[src/rtl/fifo_wr_serializer.sv]
// fifo_wr_serializer
//   Write-side feeder for ip_fifo in the wr_clk domain. Accepts a wide word on
//   a valid/ready slave port and writes it into the FIFO as RATIO symbols of
//   WIDTH bits, least-significant symbol first, holding whenever the FIFO is
//   full.
//
//   Handshake: a word transfers on a rising wr_clk edge where s_valid and
//   s_ready are both 1. s_ready does not depend on s_valid. s_ready is 1 in
//   IDLE, and also in the cycle that writes the last symbol of a word, so a
//   waiting word is loaded with no idle cycle between words. On the FIFO side
//   a symbol is written on every edge where wr_en is 1. wr_en is ~full while a
//   word is in flight and 0 otherwise.
//
//   Optional feature: define FIFO_WR_SEQ_EN to add a SEQ state. Each word is
//   then preceded by a sequence symbol equal to the number of completed words
//   (WIDTH bits, wrapping).
//
// Parameters
//   WIDTH     symbol width (must equal ip_fifo WIDTH)
//   RATIO     symbols per input word, >= 2
// Ports
//   rst       in   async reset, active-high
//   wr_clk    in   clock (FIFO write clock)
//   s_valid   in   input word valid
//   s_ready   out  input word accepted when s_valid & s_ready at posedge
//   s_data    in   input word, WIDTH*RATIO bits
//   full      in   ip_fifo full
//   wr_en     out  ip_fifo write enable
//   din       out  ip_fifo write data, WIDTH bits
//   busy      out  a word is in flight (state != IDLE)
//   word_cnt  out  words fully written to the FIFO, wraps at 16 bits
module fifo_wr_serializer #(
  parameter int WIDTH = 8,
  parameter int RATIO = 4
) (
  input  logic                     rst,
  input  logic                     wr_clk,
  input  logic                     s_valid,
  output logic                     s_ready,
  input  logic [WIDTH*RATIO-1:0]   s_data,
  input  logic                     full,
  output logic                     wr_en,
  output logic [WIDTH-1:0]         din,
  output logic                     busy,
  output logic [15:0]              word_cnt
);

  localparam int IDX_W = (RATIO > 1) ? $clog2(RATIO) : 1;
  localparam logic [IDX_W-1:0] IDX_LAST = IDX_W'(RATIO - 1);

`ifdef FIFO_WR_SEQ_EN
  typedef enum logic [1:0] {ST_IDLE = 2'd0, ST_SEND = 2'd1, ST_SEQ = 2'd2} state_t;
  // A newly loaded word starts with its sequence symbol.
  localparam state_t ST_FIRST = ST_SEQ;
`else
  typedef enum logic [1:0] {ST_IDLE = 2'd0, ST_SEND = 2'd1} state_t;
  localparam state_t ST_FIRST = ST_SEND;
`endif

  state_t                   state;
  state_t                   state_next;
  logic [WIDTH*RATIO-1:0]   shreg;
  logic [IDX_W-1:0]         idx;
  logic                     load;
  logic                     shift;
  logic                     word_done;
`ifdef FIFO_WR_SEQ_EN
  logic [WIDTH-1:0]         seq_cnt;
`endif

  // Next state, handshake outputs and datapath controls.
  always_comb begin
    state_next = state;
    s_ready    = 1'b0;
    wr_en      = 1'b0;
    din        = '0;
    load       = 1'b0;
    shift      = 1'b0;
    word_done  = 1'b0;
    case (state)
      ST_IDLE: begin
        s_ready = 1'b1;
        if (s_valid) begin
          load       = 1'b1;
          state_next = ST_FIRST;
        end
      end
      ST_SEND: begin
        wr_en = ~full;
        din   = shreg[WIDTH-1:0];
        if (!full) begin
          if (idx == IDX_LAST) begin
            // Last symbol leaves this edge, so the next word can be taken now.
            word_done = 1'b1;
            s_ready   = 1'b1;
            if (s_valid) begin
              load       = 1'b1;
              state_next = ST_FIRST;
            end else begin
              state_next = ST_IDLE;
            end
          end else begin
            shift = 1'b1;
          end
        end
      end
`ifdef FIFO_WR_SEQ_EN
      ST_SEQ: begin
        wr_en = ~full;
        din   = seq_cnt;
        if (!full) state_next = ST_SEND;
      end
`endif
      default: state_next = ST_IDLE;
    endcase
    // Async reset forces the state to IDLE at once. IDLE would otherwise
    // raise s_ready, so the outputs are also held quiet while rst is high.
    if (rst) begin
      s_ready = 1'b0;
      wr_en   = 1'b0;
      din     = '0;
    end
  end

  assign busy = (state != ST_IDLE);

  always_ff @(posedge wr_clk or posedge rst) begin
    if (rst) begin
      state    <= ST_IDLE;
      shreg    <= '0;
      idx      <= '0;
      word_cnt <= '0;
    end else begin
      state <= state_next;
      if (load) begin
        shreg <= s_data;
        idx   <= '0;
      end else if (shift) begin
        shreg <= shreg >> WIDTH;
        idx   <= idx + IDX_W'(1);
      end
      if (word_done) word_cnt <= word_cnt + 16'd1;
    end
  end

`ifdef FIFO_WR_SEQ_EN
  always_ff @(posedge wr_clk or posedge rst) begin
    if (rst)            seq_cnt <= '0;
    else if (word_done) seq_cnt <= seq_cnt + WIDTH'(1);
  end
`endif

endmodule

[config.mk]
export PLATFORM = sky130hd
export DESIGN_NAME = fifo_wr_serializer
export DESIGN_NICKNAME = d
export VERILOG_FILES = /design/src/rtl/fifo_wr_serializer.sv
export SDC_FILE = /design/constraint.sdc
export NUM_CORES = 1
export LEC_CHECK = 0
export ABC_CLOCK_PERIOD_IN_PS = 1360
export BUFFER_PORTS_ARGS = -buffer_cell sky130_fd_sc_hd__buf_2
export CORE_MARGIN = 8
export CORE_UTILIZATION = 47
export DETAILED_ROUTE_END_ITERATION = 10
export GPL_TIMING_DRIVEN = 0
export HOLD_SLACK_MARGIN = 0.12
export PLACE_DENSITY_LB_ADDON = 0.05
export SLEW_MARGIN = 40
export SYNTH_ARGS = -nofsm -noshare
export SYNTH_HDL_FRONTEND = slang
export SYNTH_SLANG_ARGS = --single-unit
[constraint.sdc]
create_clock -name wr_clk -period 1.36 [get_ports wr_clk]
set_clock_uncertainty 0.05 [all_clocks]
set_input_delay 0.136 -clock wr_clk [delete_from_list [all_inputs] [get_ports wr_clk]]
set_output_delay 0.136 -clock wr_clk [all_outputs]
set_load 0.005 [all_outputs]
# ---- After elaboration in Yosys (flattened, before gate mapping)
# Cells that the tools add are included.
# W data, S select, Z words.
dict set report op_classes {
  add_sub_neg 2
  eq_ne 5
  muxes 25
  bitwise 1
  n_reduce_logical 4
}
# operator count
set ops {}
lappend ops {{$mux W32} 2}
lappend ops {{$add A16 B1 Y16 const B} 1}
lappend ops {{$mux W8} 2}
lappend ops {{$mux W1} 13}
lappend ops {{$mux W2} 5}
lappend ops {{$ne A2 B2 Y1 const B} 3}
lappend ops {{$pmux W1 S2} 2}
lappend ops {{$pmux W2 S2} 1}
lappend ops {{$reduce_bool A2 Y1} 2}
lappend ops {{$reduce_and A3 Y1} 1}
lappend ops {{$add A2 B1 Y2 const B} 1}
lappend ops {{$eq A2 B1 Y1 const B} 1}
lappend ops {{$eq A2 B2 Y1 const B} 1}
lappend ops {{$logic_not A2 Y1} 1}
lappend ops {{$not A1 Y1} 1}
dict set report totals {
  reg_bits 52
  inputBits 36
  out_inout_bits 27
  word_cells 41
}

# ---- Longest topological paths before layout
# Gate-level depths: netlist of run 1.
dict set report depth {
  word_depth 6
  mapped_depth 7
  depth_no_buf 5
}

# ---- Worst setup path after synthesis of run 1
# Ideal clock, no wire load.
dict set report synth_timing {
  kind {flip-flop to flip-flop}
  start {reg idx[0]}
  end {reg word_cnt[12]}
  setup_ps 80
  arrival_time_ps 1358
  t_required_ps 1230
  setup_slack_ps -128
  path_stages_with_launch 7
  path_buffers 1
  period_less_slack_ps 1488
  cell_sequence {dfrtp_1 ha_1 and3_1 and3_2 buf_2 nand3_1 xnor2_1}
}
dict set report synth_between {
  elab_chain_cells 4
}
# item line
set synth_lines {}
lappend synth_lines {{from (decl)} 63} ;# logic [IDX_W-1:0] idx;
lappend synth_lines {{from (signal assigned)} 140} ;# idx <= idx + IDX_W'(1);
lappend synth_lines {{$eq A2 B2 Y1} 92} ;# if (idx == IDX_LAST) begin
lappend synth_lines {{$mux W1} 92}
lappend synth_lines {{$mux W1} 91} ;# if (!full) begin
lappend synth_lines {{$mux W1} 80} ;# case (state)
lappend synth_lines {{to (signal assigned)} 142} ;# if (word_done) word_cnt <= word_cnt + 16'd1;
lappend synth_lines {{to (decl)} 45} ;# output logic [15:0] word_cnt
# No other way between the ends.
# A chain may end at the register's enable or synchronous reset.

# ---- Worst setup path in the final report of run 1
dict set report layout_timing {
  start {reg idx[1]}
  end {reg word_cnt[8]}
}
# Same word-level chain as after synthesis.

==> results.sh, run 1 <==
export IMPL_ir_drop_v=0.001029
export IMPL_cp_arrival_ns=1.64
export IMPL_start_kind="register"
export IMPL_maxCapViolCount=0
export IMPL_nFillCells=377
export IMPL_hold_viol=0
export IMPL_report_final_slew_viol_count=0
export IMPL_holdWs_ns=0.1469
export IMPL_synth_top_flop_cell="dfrtp_1"
export IMPL_worst_pin_slew_ns=0.3555
export IMPL_p_leak_nw=1.802
export IMPL_routed_wl_mm=6.240
export IMPL_cts_tree="yes"
export IMPL_synth_most_common_cell="dfrtp_1"
export IMPL_required_ns=1.50
export IMPL_period_share_pct=110.3
export IMPL_path_class="reg2reg"
export IMPL_async_flop_share_pct=100.0
export IMPL_syn2layout_area_growth_pct=49.69
export IMPL_place_area_um2=2913
export IMPL_synth_top_cell_area_share_pct=52.96
export IMPL_coreArea_um2=5042
export IMPL_track_usage_pct=17.74
export IMPL_slew_headroom_pct=76.25
export IMPL_synthTopCellsByArea="dfrtp_1, mux2i_1, nand2_1"
export IMPL_seq_area_frac_synth_pct=52.96
export IMPL_die_x_um=87.61
export IMPL_r2r_start="idx[1]"
export IMPL_min_from="full"
export IMPL_pre_cts_ws_ns=-0.2679
export IMPL_rows=26
export IMPL_dr_pass1_iters=4
export IMPL_multi_input_area_um2=1114
export IMPL_antenna_found_initial=0
export IMPL_drtIter0Drc=64
export IMPL_stdcell_count=416
export IMPL_synth_distinct_cells=31
export IMPL_path_max_fanout=6
export IMPL_synth_nets=265
export IMPL_drive_gt1_share_pct=35.55
export IMPL_clockRootBuffer="clkbuf_8"
export IMPL_grt_pass1_wl_mm=10.64
export IMPL_r2r_end="word_cnt[8]"
export IMPL_utilization_pct=71.54
export IMPL_cts_buffer_depth=2
export IMPL_io_pins=63
export IMPL_dieArea_um2=7675
export IMPL_ys_seq_elements=51
export IMPL_grt_max_degree=25
export IMPL_worstRegToRegCells=5
export IMPL_worstSkewPairLatency_ns=0.31
export IMPL_ff2ff_setup_slack_ns=-0.14
export IMPL_finalSetupTns_ns=-4.264
export IMPL_via_per_inst=4.772
export IMPL_synth_edf_count=0
export IMPL_synth_area_per_cell_um2=10.66
export IMPL_status="complete, but fails checks"
export IMPL_cts_made_buffers=5
export IMPL_final_cell_area_um2=3607
export IMPL_gp_congestion=0.7297
export IMPL_grt_pass1_vias=2151
export IMPL_drc=0
export IMPL_whs_path_depth=3
export IMPL_seqCellArea_um2=1277
export IMPL_violations="setup timing"
export IMPL_diodes=0
export IMPL_fin_crit_ns=1.499
export IMPL_total_power_mw=5.152
export IMPL_nets=384
export IMPL_dp_cells=360
export IMPL_finalSetupViolCount=56
export IMPL_num_vias=1985
export IMPL_p_per_area_nw_per_um2=1428
export IMPL_cp_end_kind="register"
export IMPL_syn_cell_area_um2=2410
export IMPL_path_clk_slew_ns=0.09
export IMPL_synth_top_area_cell="dfrtp_1"
export IMPL_min_path_type="in2reg"
export IMPL_grt_overflow_total=0
export IMPL_hold_end="state[0]"
export IMPL_ant_nets=0
export IMPL_synth_common_cells="dfrtp_1, nand2_1, mux2i_1, o21ai_1"
export IMPL_htreeDepth=2
export IMPL_wl_per_cell_um=15.00
export IMPL_port_buffers=62
export IMPL_die_h_um=87.61
export IMPL_fmax_mhz=666.9
export IMPL_dpl_hpwl_mm=4.074
export IMPL_start_util_pct=47.79
export IMPL_setup_ws_ns=-0.1394
export IMPL_grt_setup_unrepaired="true"
export IMPL_netlist_instances=226
export IMPL_cts_sinks=51
export IMPL_ys_warn_count=0
==> what timing repair did <==
action                     CTS  global route
setup endpoints to repair   56            57
pin swaps                    7             9
hold endpoints to repair    60             0
hold buffers                34             0
cloned                       2             1
resized for setup           23             8
setup buffers                8             4
==> placed cells by master, fill, tap and decap left out, drive strengths merged <==
cell type,Yosys,layout
clkbuf,2,10
nor2,1,1
a21boi,1,1
mux2,1,1
nor2b,1,2
dlygate4sd3,0,34
and3,8,8
nand3,7,7
buf,11,86
a21oi,2,2
bufbuf,0,1
dfrtp,51,51
nand2,47,47
clkinvlp,0,1
nand4,2,2
and2b,3,3
clkinv,0,1
xor2,1,1
nand2b,3,3
ha,3,3
a21o,1,1
o21ai,32,32
and4,1,1
and2,8,8
mux2i,24,24
xnor2,15,15
==> kinds of logic (layout without fill, tap and decap cells) <==
logic type	after synthesis	count (layout)	synth area share (%)
simple gates	81	82	16.51
flops	51	51	52.96
compound gates	36	36	7.892
mux	25	25	10.44
xor+xnor	16	16	5.815
buf+inv	14	133	4.829
fa+ha+maj	3	3	1.558
==> report_power, final <==
part           switching (mW)  total (mW)  internal (mW)
combinational           0.813        1.96           1.15
sequential              0.297        2.25           1.95
clock                   0.519       0.937          0.418
total                    1.63        5.15           3.52
==> per-layer routing <==
metal  global-route usage, %  part of all wire, %  vias up
met3                   4.034                  4.5       10
met1                   21.37                   43      936
li1                        -                    -      996
met2                   30.79                   51       43
met4                   5.000                  1.8        0
met5                       0                    0        -
==> state kept, by name (all words and copies together) (netlist names) <==
register  count
state         1
shreg        32
idx           2
word_cnt     16
==> layout make-up <==
cell class,instances,share of cell area (%)
Clock buffer,7,2.393
Inverter,1,0.2081
Tap cell,70,2.428
Buffer,12,4.301
Clock inverter,1,0.2428
Multi-Input combinational cell,162,30.87
Timing Repair Buffer,112,24.14
Sequential cell,51,35.41
==> worst max-delay path by stage <==
stage / start / end / slack, ns
5_1_grt: idx[1] / word_cnt[13] / -0.21
3_3_place_gp: idx[0] / shreg[7] / -0.25
6_report: idx[1] / word_cnt[8] / -0.14
4_1_cts: idx[0] / word_cnt[13] / -0.16
2_1_floorplan: idx[0] / shreg[10] / -0.05
3_5_place_dp: idx[0] / shreg[31] / -0.27
==> critical path: stages, from the launching register on <==
cell and delay [ns]:
dfrtp_1 0.42, ha_4 0.18, and3_1 0.16, and3_2 0.32, nand3_4 0.10, xnor2_2 0.15
Power figures use the tool's default switching activity.
==> run 2: changes to the inputs <==
--- a/config.mk
+++ b/config.mk
@@ -7,8 +7,10 @@
 export LEC_CHECK = 0
 export ABC_CLOCK_PERIOD_IN_PS = 1360
 export BUFFER_PORTS_ARGS = -buffer_cell sky130_fd_sc_hd__buf_2
+export CELL_PAD_IN_SITES_DETAIL_PLACEMENT = 0
+export CELL_PAD_IN_SITES_GLOBAL_PLACEMENT = 2
 export CORE_MARGIN = 8
-export CORE_UTILIZATION = 47
+export CORE_UTILIZATION = 29
 export DETAILED_ROUTE_END_ITERATION = 10
 export GPL_TIMING_DRIVEN = 0
 export HOLD_SLACK_MARGIN = 0.12
==> results.sh, run 2 (synthesis gave the netlist of run 1 again) <==
export IMPL_status="complete, but fails checks"
export IMPL_violations="setup timing"
export IMPL_rows=33
export IMPL_p_per_area_nw_per_um2=1411
export IMPL_finalSetupViolCount=57
export IMPL_use_met2_pct=18.53
export IMPL_p_int_mw=3.469
export IMPL_utilization_pct=44.95
export IMPL_num_vias=2015
export IMPL_die_x_um=107.2
export IMPL_cts_buffer_depth=2
export IMPL_period_share_pct=112.9
export IMPL_crit_path_cell_trace="ha_4, and3_4, and4_1, buf_6, nand4_1, xnor2_1"
export IMPL_required_ns=1.51
export IMPL_power_switching_share_pct=32.74
export IMPL_cts_made_buffers=5
export IMPL_min_path_type="in2reg"
export IMPL_stdcell_count=451
export IMPL_worstSkewPairLatency_ns=0.30
export IMPL_top_register="shreg"
export IMPL_met3_usage_pct=2.759
export IMPL_hold_end="state[0]"
export IMPL_worstRegToRegCells=6
export IMPL_ff2ff_setup_slack_ns=-0.18
export IMPL_whs_path_depth=3
export IMPL_cp_end_kind="register"
export IMPL_grt_busiest_layer="met2"
export IMPL_drive_gt1_share_pct=35.84
export IMPL_nets=384
export IMPL_antenna_found_initial=0
export IMPL_r2r_start="idx[0]"
export IMPL_ant_nets=0
export IMPL_cts_tree="yes"
export IMPL_final_common_cell="buf_2"
export IMPL_wl_per_cell_um=15.67
export IMPL_grt_pass1_wl_mm=11.25
export IMPL_path_class="reg2reg"
export IMPL_htreeDepth=2
export IMPL_track_usage_pct=12.31
export IMPL_p_leak_nw=1.790
export IMPL_hold_viol=0
export IMPL_multi_input_area_um2=1102
export IMPL_gp_congestion=0.6823
export IMPL_combPwrFrac_pct=38.6
export IMPL_dr_pass1_iters=4
export IMPL_min_from="full"
export IMPL_path_clk_slew_ns=0.10
export IMPL_seqCellArea_um2=1277
export IMPL_total_power_mw=5.157
export IMPL_via_per_inst=4.468
export IMPL_report_final_slew_viol_count=0
export IMPL_routed_wl_mm=7.068
export IMPL_slew_headroom_pct=80.67
export IMPL_dieArea_um2=11480
export IMPL_fmax_mhz=651.2
export IMPL_die_h_um=107.2
export IMPL_gr_usage_met1_pct=17.41
export IMPL_drtIter0Drc=22
export IMPL_dpl_hpwl_mm=4.770
export IMPL_p_switching_mw=1.689
export IMPL_cp_arrival_ns=1.68
export IMPL_cts_sinks=51
export IMPL_coreArea_um2=8134
export IMPL_drc=0
export IMPL_maxCapViolCount=0
export IMPL_start_kind="register"
export IMPL_nFillCells=823
export IMPL_ir_drop_v=0.0005568
export IMPL_slowest_stage="dfrtp_1"
export IMPL_r2r_end="word_cnt[15]"
export IMPL_worst_pin_slew_ns=0.2893
export IMPL_clockRootBuffer="clkbuf_8"
export IMPL_reg_largest_list="shreg x32, word_cnt x16, idx x2"
export IMPL_dp_cells=395
export IMPL_port_buffers=62
export IMPL_holdWs_ns=0.1852
export IMPL_largest_register_ffs=32
export IMPL_grt_setup_unrepaired="true"
export IMPL_clock_power_share_pct=17.2
export IMPL_start_util_pct=29.63
export IMPL_fin_crit_ns=1.536
export IMPL_most_common_layout_cells="buf_2, dfrtp_1, nand2_1"
export IMPL_grt_pass1_vias=2133
export IMPL_path_max_fanout=7
export IMPL_grt_overflow_total=0
export IMPL_grt_max_degree=24
export IMPL_p_seq_share_pct=44.1
export IMPL_io_pins=63
export IMPL_diodes=0
export IMPL_syn2layout_area_growth_pct=51.71
export IMPL_cpPeakStageDelay_ns=0.43
export IMPL_setup_ws_ns=-0.1756
## run 2: power by group through the flow
| stage | logic [mW] | registers, mW | clock network, mW |
|---|---|---|---|
| 3_5_place_dp | 1.51 | 2.30 | 0 |
| 5_1_grt | 2.21 | 2.34 | 0.997 |
| 3_3_place_gp | 1.48 | 2.29 | 0 |
| 4_1_cts | 1.86 | 2.27 | 0.928 |
| 2_1_floorplan | 1.07 | 2.20 | 0 |
| 6_report | 1.99 | 2.28 | 0.888 |
## run 2: through the flow
step	worst slack (ns)	TNS, ns	area (um^2)
3_5_place_dp	-0.3529	-11.30	2957
5_1_grt	-0.2460	-11.15	3656
3_3_place_gp	-0.3443	-11.58	2909
6_report	-0.1756	-7.030	3656
2_1_floorplan	-0.05368	-0.8726	2467
4_1_cts	-0.1812	-7.573	3527
## run 2: cell type report
type	count	share of cell area, %
Clock buffer	6	1.985
Timing Repair Buffer	112	24.50
Tap cell	105	3.593
Sequential cell	51	34.94
Inverter	1	0.2053
Multi-Input combinational cell	162	30.15
Clock inverter	2	0.3422
Buffer	12	4.278
## run 2: worst max path at each step
stage	endpoint	slack [ns]	cells past startpoint	start
after global placement	shreg[21]	-0.34	5	idx[0]
after CTS	word_cnt[15]	-0.18	6	idx[0]
after floorplan	shreg[10]	-0.05	6	idx[0]
after global routing	word_cnt[15]	-0.25	6	idx[0]
after detailed placement	shreg[31]	-0.35	5	idx[0]
final	word_cnt[15]	-0.18	6	idx[0]
## run 2: layer usage
metal / up-vias / part of all wire, % / wire length [um]
met2: 39 / 44 / 3120
met1: 968 / 51 / 3619
met3: 6 / 3.8 / 271
met5: - / 0 / 0
met4: 0 / 0.81 / 57
li1: 1002 / - / -
## run 2: timing repair
action	4_1_cts	5_1_grt
endpoints found under the hold margin	84	0
endpoints found under the setup margin	56	56
gates cloned	3	3
buffers inserted	5	4
hold buffers	34	0
pin swaps	4	7
resized for setup	28	11
## run 2: critical path: cells and delay by family, from the launching register on
family        cells  cell delay, ns
simple gates      3            0.49
flops             1            0.43
fa+ha+maj         1            0.19
xor+xnor          1            0.14
buf+inv           1            0.13
==> run 3: changes to the inputs <==
--- a/config.mk
+++ b/config.mk
@@ -11,6 +11,7 @@
 export CELL_PAD_IN_SITES_GLOBAL_PLACEMENT = 2
 export CORE_MARGIN = 8
 export CORE_UTILIZATION = 29
+export CTS_CLUSTER_DIAMETER = 50
 export DETAILED_ROUTE_END_ITERATION = 10
 export GPL_TIMING_DRIVEN = 0
 export HOLD_SLACK_MARGIN = 0.12
==> constraint.sdc (replaced) <==
create_clock -name wr_clk -period 1.36 [get_ports wr_clk]
set_clock_uncertainty 0.05 [all_clocks]
set_input_delay 0.136 -clock wr_clk [delete_from_list [all_inputs] [get_ports wr_clk]]
set_output_delay 0.136 -clock wr_clk [all_outputs]
set_load 0.05 [all_outputs]
==> results.sh, run 3 (synthesis gave the netlist of run 1 again) <==
export IMPL_status="complete, but fails checks"
export IMPL_violations="setup timing"
export IMPL_num_vias=2043
export IMPL_p_per_area_nw_per_um2=1501
export IMPL_use_met2_pct=21.54
export IMPL_setup_ws_ns=-0.1886
export IMPL_gp_congestion=0.6739
export IMPL_dieArea_um2=11480
export IMPL_cts_sinks=51
export IMPL_via_per_inst=4.520
export IMPL_clock_power_share_pct=16.6
export IMPL_period_share_pct=113.9
export IMPL_dp_cells=395
export IMPL_ir_drop_v=0.001085
export IMPL_start_util_pct=29.63
export IMPL_total_power_mw=5.819
export IMPL_path_class="reg2reg"
export IMPL_path_max_fanout=6
export IMPL_min_path_type="in2reg"
export IMPL_required_ns=1.52
export IMPL_grt_setup_unrepaired="true"
export IMPL_worstSkewPairLatency_ns=0.31
export IMPL_pre_cts_ws_ns=-0.3260
export IMPL_combPwrFrac_pct=44.2
export IMPL_slew_headroom_pct=74.61
export IMPL_p_switching_mw=2.146
export IMPL_path_clk_slew_ns=0.10
export IMPL_port_buffers=62
export IMPL_hold_viol=0
export IMPL_htreeDepth=2
export IMPL_syn2layout_area_growth_pct=60.85
export IMPL_grt_pass1_wl_mm=11.99
export IMPL_io_pins=63
export IMPL_nets=385
export IMPL_worst_pin_slew_ns=0.3801
export IMPL_antenna_found_initial=0
export IMPL_fmax_mhz=645.8
export IMPL_gr_usage_met1_pct=17.20
export IMPL_final_common_cell="buf_2"
export IMPL_ant_nets=0
export IMPL_drtIter0Drc=36
export IMPL_holdWs_ns=0.2645
export IMPL_die_x_um=107.2
export IMPL_maxCapViolCount=0
export IMPL_grt_max_degree=24
export IMPL_reg_largest_list="shreg x32, word_cnt x16, idx x2"
export IMPL_wl_per_cell_um=15.97
export IMPL_grt_busiest_layer="met2"
export IMPL_p_leak_nw=1.892
export IMPL_dr_pass1_iters=3
export IMPL_grt_pass1_vias=2249
export IMPL_stdcell_count=452
export IMPL_cp_arrival_ns=1.71
export IMPL_grt_overflow_total=0
export IMPL_coreArea_um2=8134
export IMPL_cts_made_buffers=5
export IMPL_p_int_mw=3.673
export IMPL_routed_wl_mm=7.220
export IMPL_cts_buffer_depth=2
export IMPL_start_kind="register"
export IMPL_drive_gt1_share_pct=42.65
export IMPL_power_switching_share_pct=36.88
export IMPL_met3_usage_pct=3.239
export IMPL_largest_register_ffs=32
export IMPL_top_register="shreg"
export IMPL_nFillCells=797
export IMPL_dpl_hpwl_mm=4.742
export IMPL_track_usage_pct=13.30
export IMPL_die_h_um=107.2
export IMPL_cp_end_kind="register"
export IMPL_finalSetupTns_ns=-5.474
export IMPL_p_seq_share_pct=39.2
export IMPL_diodes=0
export IMPL_fin_crit_ns=1.549
export IMPL_cts_tree="yes"
export IMPL_report_final_slew_viol_count=0
export IMPL_clockRootBuffer="clkbuf_8"
export IMPL_finalSetupViolCount=56
export IMPL_drc=0
export IMPL_rows=33
export IMPL_most_common_layout_cells="buf_2, nand2_1, dfrtp_1"
==> run 3: power groups by stage <==
stage	combinational [mW]	clock, mW	sequential (mW)
final	2.57	0.965	2.28
after global routing	2.80	1.07	2.34
after CTS	2.51	1.01	2.28
after detailed placement	1.96	0	2.31
after global placement	1.93	0	2.31
after floorplan	1.29	0	2.44
==> run 3: area by class of cell <==
class	count	area [um^2]	share of cell area, %
clock buffers	6	82.58	2.130
well taps	105	131.4	3.389
flip-flops and latches	51	1291	33.31
clock inverters	2	16.27	0.4196
multi-input cells	162	1190	30.70
repair buffers	113	996.0	25.69
plain buffers	12	161.4	4.164
inverters	1	7.507	0.1937
==> run 3: final timing paths <==
| kind | slack [ns] | end | depth (start not counted) | from |
|---|---|---|---|---|
| min | 0.26 | state[0] | 4 | full |
| min reg2reg | 0.42 | word_cnt[15] | 1 | word_cnt[15] |
| max reg2reg | -0.19 | word_cnt[15] | 6 | idx[1] |
| max | -0.19 | word_cnt[15] | 6 | idx[1] |
| max in group asynchronous | 0.38 | shreg[12] | 4 | rst |
| min in group asynchronous | 0.45 | shreg[2] | 3 | rst |
==> run 3: layer usage <==
metal,vias to the layer above,routed length [um]
met3,7,317
met4,0,78
met2,36,3406
met5,-,0
li1,1006,-
met1,994,3417
==> run 3: critical path, stage by stage (launching register included) <==
cell and delay [ns]:
dfrtp_1 0.42, ha_4 0.19, and3_4 0.19, and4_1 0.19, buf_6 0.16, nand4_1 0.12, xnor2_1 0.14
==> run 3: through the flow <==
stage / util (%) / area, um^2
finish: 47.65 / 3876
global route: 47.65 / 3876
CTS: 45.95 / 3737
detailed placement: 36.32 / 2954
global placement: 35.73 / 2907
floorplan: - / 2465
==> run 3: what timing repair did <==
action	4_1_cts	5_1_grt
gates cloned	4	0
endpoints found under the setup margin	56	58
resized for setup	50	30
hold endpoints to repair	44	0
pin swaps	7	15
hold buffers	34	0
buffers inserted	8	4
